`config.mk`:
```
export PLATFORM = sky130hd
export DESIGN_NAME = spi_reg_arbiter
export DESIGN_NICKNAME = d
export VERILOG_FILES = /design/src/rtl/spi_reg_arbiter.sv
export SDC_FILE = /design/constraint.sdc
export NUM_CORES = 1
export LEC_CHECK = 0
export ABC_CLOCK_PERIOD_IN_PS = 4900
export CAP_MARGIN = 20
export CORE_MARGIN = 5
export CORE_UTILIZATION = 49
export CTS_CLUSTER_DIAMETER = 200
export DETAILED_ROUTE_END_ITERATION = 10
export PLACE_DENSITY = 0.87
export SETUP_SLACK_MARGIN = 0.2
export SLEW_MARGIN = 0
export SYNTH_ARGS = -nofsm -noshare
export SYNTH_HDL_FRONTEND = slang
export SYNTH_SLANG_ARGS = --single-unit
```
`constraint.sdc`:
```
create_clock -name clk_32m -period 4.9 [get_ports clk_32m]
set_clock_uncertainty 0.2 [all_clocks]
set_input_delay 1.47 -clock clk_32m [delete_from_list [all_inputs] [get_ports clk_32m]]
set_output_delay 1.47 -clock clk_32m [all_outputs]
set_load 0.02 [all_outputs]
```
`src/rtl/spi_reg_arbiter.sv`:
```
// Arbitrates a synchronized SPI slave and a local requester onto one register-bank port.
// SPI requests wait in a one-deep slot; a streak limit keeps the local side from starving.
module spi_reg_arbiter #(
    parameter int AW           = 7,
    parameter int DW           = 8,
    parameter int MAX_SPI_WINS = 4
) (
    input  logic          clk_32m,
    input  logic          reset,
    input  logic          spi_we_p,
    input  logic          spi_re_p,
    input  logic [AW-1:0] spi_addr,
    input  logic [DW-1:0] spi_wdat,
    output logic [DW-1:0] spi_rdat,
    output logic          spi_rvalid,
    input  logic          loc_req,
    input  logic          loc_we,
    input  logic [AW-1:0] loc_addr,
    input  logic [DW-1:0] loc_wdat,
    output logic          loc_gnt,
    output logic [DW-1:0] loc_rdat,
    output logic          loc_rvalid,
    output logic          bus_en,
    output logic          bus_we,
    output logic [AW-1:0] bus_addr,
    output logic [DW-1:0] bus_wdat,
    input  logic [DW-1:0] bus_rdat,
    output logic          spi_ovf
);

    localparam logic [3:0] MAX_WINS = 4'(MAX_SPI_WINS);

    typedef enum logic [1:0] {
        IDLE    = 2'd0,
        ISSUE   = 2'd1,
        RD_WAIT = 2'd2
    } state_t;

    state_t        state_r, state_nxt;

    logic          slot_full_r, slot_full_nxt;
    logic          slot_we_r, slot_we_nxt;
    logic [AW-1:0] slot_addr_r, slot_addr_nxt;
    logic [DW-1:0] slot_wdat_r, slot_wdat_nxt;
    logic          spi_ovf_r, spi_ovf_nxt;
    logic [3:0]    streak_r, streak_nxt;
    logic          cur_spi_r, cur_spi_nxt;

    logic          bus_en_r, bus_en_nxt;
    logic          bus_we_r, bus_we_nxt;
    logic [AW-1:0] bus_addr_r, bus_addr_nxt;
    logic [DW-1:0] bus_wdat_r, bus_wdat_nxt;
    logic          loc_gnt_r, loc_gnt_nxt;
    logic          spi_rvalid_r, spi_rvalid_nxt;
    logic          loc_rvalid_r, loc_rvalid_nxt;
    logic [DW-1:0] spi_rdat_r, spi_rdat_nxt;
    logic [DW-1:0] loc_rdat_r, loc_rdat_nxt;

    logic          pulse_s;
    logic          spi_wins_s;
    logic          grant_spi_s;
    logic          grant_loc_s;

    assign pulse_s    = spi_we_p | spi_re_p;
    // Local side only overrides SPI once the SPI streak has hit its limit.
    assign spi_wins_s = slot_full_r & ~((streak_r == MAX_WINS) & loc_req);

    // FSM next state, grant decision and next values of all registered outputs.
    always_comb begin
        state_nxt      = state_r;
        cur_spi_nxt    = cur_spi_r;
        grant_spi_s    = 1'b0;
        grant_loc_s    = 1'b0;
        bus_en_nxt     = 1'b0;
        bus_we_nxt     = 1'b0;
        bus_addr_nxt   = '0;
        bus_wdat_nxt   = '0;
        loc_gnt_nxt    = 1'b0;
        spi_rvalid_nxt = 1'b0;
        loc_rvalid_nxt = 1'b0;
        spi_rdat_nxt   = spi_rdat_r;
        loc_rdat_nxt   = loc_rdat_r;
        case (state_r)
            IDLE: begin
                if (slot_full_r || loc_req) begin
                    state_nxt  = ISSUE;
                    bus_en_nxt = 1'b1;
                    if (spi_wins_s) begin
                        grant_spi_s  = 1'b1;
                        cur_spi_nxt  = 1'b1;
                        bus_we_nxt   = slot_we_r;
                        bus_addr_nxt = slot_addr_r;
                        bus_wdat_nxt = slot_wdat_r;
                    end else begin
                        grant_loc_s  = 1'b1;
                        cur_spi_nxt  = 1'b0;
                        loc_gnt_nxt  = 1'b1;
                        bus_we_nxt   = loc_we;
                        bus_addr_nxt = loc_addr;
                        bus_wdat_nxt = loc_wdat;
                    end
                end else begin
                    state_nxt = IDLE;
                end
            end
            ISSUE: begin
                // bus_we_r still holds the latched direction during the issue cycle.
                if (bus_we_r) begin
                    state_nxt = IDLE;
                end else begin
                    state_nxt = RD_WAIT;
                end
            end
            RD_WAIT: begin
                state_nxt = IDLE;
                if (cur_spi_r) begin
                    spi_rvalid_nxt = 1'b1;
                    spi_rdat_nxt   = bus_rdat;
                end else begin
                    loc_rvalid_nxt = 1'b1;
                    loc_rdat_nxt   = bus_rdat;
                end
            end
            default: begin
                state_nxt = IDLE;
            end
        endcase
    end

    // Pending SPI slot: load on pulse, free on grant, flag overrun when full and not draining.
    always_comb begin
        slot_full_nxt = slot_full_r;
        slot_we_nxt   = slot_we_r;
        slot_addr_nxt = slot_addr_r;
        slot_wdat_nxt = slot_wdat_r;
        spi_ovf_nxt   = spi_ovf_r;
        if (pulse_s) begin
            if (slot_full_r && !grant_spi_s) begin
                spi_ovf_nxt = 1'b1;
            end else begin
                slot_full_nxt = 1'b1;
                slot_we_nxt   = spi_we_p;
                slot_addr_nxt = spi_addr;
                slot_wdat_nxt = spi_wdat;
            end
        end else if (grant_spi_s) begin
            slot_full_nxt = 1'b0;
        end else begin
            slot_full_nxt = slot_full_r;
        end
    end

    // Count SPI grants taken while the local side is waiting.
    always_comb begin
        if (!loc_req) begin
            streak_nxt = 4'd0;
        end else if (grant_loc_s) begin
            streak_nxt = 4'd0;
        end else if (grant_spi_s && (streak_r < MAX_WINS)) begin
            streak_nxt = streak_r + 4'd1;
        end else begin
            streak_nxt = streak_r;
        end
    end

    // State and output registers with asynchronous reset.
    always_ff @(posedge clk_32m or posedge reset) begin
        if (reset) begin
            state_r      <= IDLE;
            slot_full_r  <= 1'b0;
            slot_we_r    <= 1'b0;
            slot_addr_r  <= '0;
            slot_wdat_r  <= '0;
            spi_ovf_r    <= 1'b0;
            streak_r     <= 4'd0;
            cur_spi_r    <= 1'b0;
            bus_en_r     <= 1'b0;
            bus_we_r     <= 1'b0;
            bus_addr_r   <= '0;
            bus_wdat_r   <= '0;
            loc_gnt_r    <= 1'b0;
            spi_rvalid_r <= 1'b0;
            loc_rvalid_r <= 1'b0;
            spi_rdat_r   <= '0;
            loc_rdat_r   <= '0;
        end else begin
            state_r      <= state_nxt;
            slot_full_r  <= slot_full_nxt;
            slot_we_r    <= slot_we_nxt;
            slot_addr_r  <= slot_addr_nxt;
            slot_wdat_r  <= slot_wdat_nxt;
            spi_ovf_r    <= spi_ovf_nxt;
            streak_r     <= streak_nxt;
            cur_spi_r    <= cur_spi_nxt;
            bus_en_r     <= bus_en_nxt;
            bus_we_r     <= bus_we_nxt;
            bus_addr_r   <= bus_addr_nxt;
            bus_wdat_r   <= bus_wdat_nxt;
            loc_gnt_r    <= loc_gnt_nxt;
            spi_rvalid_r <= spi_rvalid_nxt;
            loc_rvalid_r <= loc_rvalid_nxt;
            spi_rdat_r   <= spi_rdat_nxt;
            loc_rdat_r   <= loc_rdat_nxt;
        end
    end

    assign bus_en     = bus_en_r;
    assign bus_we     = bus_we_r;
    assign bus_addr   = bus_addr_r;
    assign bus_wdat   = bus_wdat_r;
    assign loc_gnt    = loc_gnt_r;
    assign spi_rvalid = spi_rvalid_r;
    assign loc_rvalid = loc_rvalid_r;
    assign spi_rdat   = spi_rdat_r;
    assign loc_rdat   = loc_rdat_r;
    assign spi_ovf    = spi_ovf_r;

endmodule

```
# == Word-level counts from Yosys, hierarchy flattened ==
# Index checks and enable logic that the tools add are counted.
# word_totals
reg_bits,61
# op_classes
bitwise,6
n_addsub,1
n_reduce_logical,12
eq_ne,5
order_cmp,1
mux,30
# op_table
op,n
$mux W8,3
$mux W7,3
$mux W1,19
$mux W4,3
$reduce_and A2 Y1,6
$add A4 B1 Y4 const B,1
$eq A4 B3 Y1 const B,1
$lt A4 B3 Y1 const B,1
$pmux W2 S2,1
$ne A3 B1 Y1 const B,1
$not A1 Y1,3
$and A1 B1 Y1,2
$eq A2 B1 Y1 const B,1
$eq A2 B2 Y1 const B,1
$logic_and A1 B1 Y1,2
$logic_not A2 Y1,1
$mux W2,1
$ne A2 B2 Y1 const B,1
$reduce_bool A2 Y1,1
$logic_not A1 Y1,1
$logic_or A1 B1 Y1,1
$or A1 B1 Y1,1

# == Longest topological paths before layout ==
# depth
word_depth,11
mapped_depth,8
depth_no_buf,6

# == Worst setup path after synthesis ==
# Ideal clock, no wire load.
# synth_path
path_kind,in2reg
start,in loc_req
end,reg slot_addr_r[0]
stages,5
path_slack_ns,2.161
t_required_ns,4.575
path_buffers,1
t_arrival_ns,2.414
path_cell_list,nand4b_2 > a21bo_4 > o21ai_4 > buf_12 > mux2_4
# synth_via
elab_chain_len,10
# synth_rtl
item,line,text
from (decl),16,"input logic loc_req,"
$and A1 B1 Y1,66,assign spi_wins_s = slot_full_r & ~((streak_r == MAX_WINS) & loc_req);
$not A1 Y1,66,
$and A1 B1 Y1,66,
$mux W1,88,if (spi_wins_s) begin
$mux W1 (*),85,if (slot_full_r || loc_req) begin
$mux W1 (*),83,case (state_r)
$logic_not A1 Y1 (*),138,if (slot_full_r && !grant_spi_s) begin
$logic_and A1 B1 Y1 (*),138,
$not A1 Y1 (no source line) (*),-,
$reduce_and A2 Y1 (no source line) (*),-,
to (signal assigned),190,slot_addr_r <= slot_addr_nxt;
to (decl),43,"logic [AW-1:0] slot_addr_r, slot_addr_nxt;"
# Every way passes the cells marked *; elsewhere a longest branch is shown, timed or not.
# A chain may end at the register's enable or synchronous reset.

# == Worst setup path in the final report ==
# layout_path
start,in loc_req
end,reg slot_addr_r[2]
# Same word-level chain as after synthesis.

==> run summary <==
status -> completed
Synth Warn # -> 0
Antenna Cells -> 0
Post-Synth Adder-Cell Area -> 1.03%
vias per cell -> 4.83
fillers -> 341
final setup fails -> 0
dpl cells -> 341
Post-CTS Hold Fix Bufs -> 0
Initial Util -> 50.9%
Clk Latency, worst-skew pair -> 0.32 ns
core region area -> 4750 sq um
synthesized area -> 2420 sq um
first-pass GRT wire length -> 8730 um
CTS Buffer Depth -> 2
Achievable Freq -> 322 MHz
Critical Path RT -> 4.90 ns
Slew @ Worst Pin -> 0.838 ns
average cell area after synthesis -> 12.2 sq um
RR Startpoint -> streak_r[0]
mux share of post-synthesis cell area -> 12.7%
share of layout cells above drive strength 1 -> 16.6%
Leakage -> 1.62 nW
reg-to-reg endpoint -> slot_addr_r[2]
Mapped Nets -> 244
hpwl dp -> 3850 um
DRT iter0 DRCs -> 76
Port Buf Inserts -> 80
vias in the first global route -> 1879
Die ar. -> 6450 sq um
drc violations -> 0
Hold Path End -> state_r[1]
post-synthesis compound-gate area fraction -> 6.82%
# clock sinks -> 61
CTS root buffer -> clkbuf_8
fin. max-slew vios -> 0
antenna viol nets, final -> 0
routed len/inst -> 15.0 um
CTS Buf Count -> 9
Cells after Synth -> 198
Synth Area in XOR/XNOR -> 0.362%
RSZ-0062 raised after global routing -> no
Final Hold Vio Count -> 0
Slew headroom -> 44.0%
Critical Path Fanout Max -> 15
antenna violations before repair -> 0
Worst Hold Slack -> 0.271 ns
Initial DRT Pass Iterations -> 4
Place WS -> 1.46 ns
num rows -> 25
WS Path Type -> in -> reg
hold depth -> 1
Non-Filler Instances -> 357
Post-CTS Resized -> 0
largest family of logic cells by synthesized area -> simple AND/OR/NAND/NOR gates
fin crit period -> 3.10 ns
Vias -> 1724
register area -> 1530 sq um
WP data arrival -> 3.11 ns
startpoint type of the worst setup path -> input pin
Power Dens Cells -> 649 nW/um^2
total congestion overflow -> 0
multi-input logic area -> 825 sq um
Reg2Reg Depth -> 6
Reg2Reg Setup Slack -> 2.88 ns
Seq/Total Area, Yosys -> 63.0%
post-synthesis simple-gate area fraction -> 13.2%
largest net degree at the start of global routing -> 43
total global-route track usage -> 18.2%
clock slew at reported path FFs -> 0.06 ns
Horiz. Die Dim -> 80.3 um
drt total wl -> 5370 um
Max VDD drop -> 0.330 mV
period utilization -> 63.4%
Hold Path Origin -> bus_we
CTS tree -> built
fin util -> 74.1%
Yosys cell types -> 27
setup TNS -> 0 ns
# IOs -> 81
worst min path class -> reg -> reg
Syn-to-layout area delta -> 45.4%
max cap viols -> 0
H-tree depth -> 3
nets -> 331
Die Y -> 80.3 um
Seq cells post-synth -> 61
Final WS setup -> 1.80 ns
routability cong. -> 0.770
Setup crit end kind -> flip-flop
Setup Buffers After CTS -> 0
final cells by class:
type,count,area share [%]
multi-input combinational,124,23.4
sequential,61,43.4
clock inverter,4,2.70
clock buffer,12,4.12
inverter,6,0.640
tap,67,2.38
timing repair buffer,83,23.4
cells in the mapped netlist (all sizes together):
cell type | number | area share [%]
or2 | 1 | 0.26
a21oi | 17 | 3.5
clkbuf | 2 | 0.31
nand2 | 59 | 9.1
a21bo | 1 | 0.67
clkinv | 1 | 0.15
inv | 5 | 0.78
buf | 5 | 1.7
dfrtp | 61 | 63
and2 | 1 | 0.31
o21ai | 3 | 1.1
nor4b | 1 | 0.98
mux2 | 23 | 12
a32o | 1 | 0.41
nor2 | 6 | 0.93
nand3b | 1 | 0.31
a22o | 1 | 0.41
nand4b | 1 | 0.62
xnor2 | 1 | 0.36
o311a | 1 | 0.41
ha | 2 | 1.0
o21bai | 1 | 0.31
nor3b | 2 | 0.62
mux2i | 1 | 0.41
kinds of logic after synthesis:
| logic type | Yosys count |
|---|---|
| xor gates and xnor gates | 1 |
| muxes | 24 |
| AOI/OAI and AO/OA | 25 |
| buffers and inverters | 13 |
| adders and majority gates | 2 |
| DFF | 61 |
| and+or+nand+nor | 72 |
state kept, by name (all words and copies together), names as in the netlist, 2 cells and up:
signal       count
bus_wdat         8
loc_rdat         8
slot_wdat_r      8
spi_rdat         8
bus_addr         7
slot_addr_r      7
streak_r         4
state_r          2
how the worst max path moves through the flow:
stage | startpoint | to | slack [ns]
floorplan | reset | bus_addr[0] | 1.72
global route | loc_req | slot_addr_r[2] | 1.75
finish | loc_req | slot_addr_r[2] | 1.80
CTS | loc_req | slot_addr_r[2] | 1.79
detailed placement | loc_req | slot_addr_r[5] | 1.46
global placement | loc_req | slot_addr_r[3] | 1.51
worst max-delay path, cell delays in order:
cell	delay (ns)
clkdlybuf4s50_1	0.55
nand4b_2	0.17
a21bo_4	0.27
o21ai_4	0.23
mux2_2	0.40
per-layer routing:
layer  wire length (um)  track usage [%]
met3                281             5.49
met2               2880             31.1
met1               2140             21.2
met4                 68             7.26
met5                  0                0
cell usage in the layout (no fill, tap or decap), drive strengths merged, types with 2 or more instances in the layout:
master,netlist,layout
a21oi,17,17
buf,5,3
bufinv,0,3
clkbuf,2,12
clkdlybuf4s50,0,80
clkinv,1,2
dfrtp,61,61
ha,2,2
inv,5,5
mux2,23,23
nand2,59,59
nor2,6,6
nor3b,2,2
o21ai,3,3
metrics by stage:
step,total power [mW],cell area (sq um)
finish,2.28,3520
global route,2.41,3520
CTS,2.31,3520
detailed placement,1.77,3280
global placement,1.73,3280
floorplan,1.40,2420
where the power goes:
group,switching [mW],internal (mW),total (mW),leakage [nW]
clock,0.179,0.351,0.530,0.121
sequential,0.117,0.715,0.831,0.753
combinational,0.445,0.478,0.923,0.745
total,0.740,1.54,2.28,1.62
Note: power is estimated with default switching activity, not from simulation.
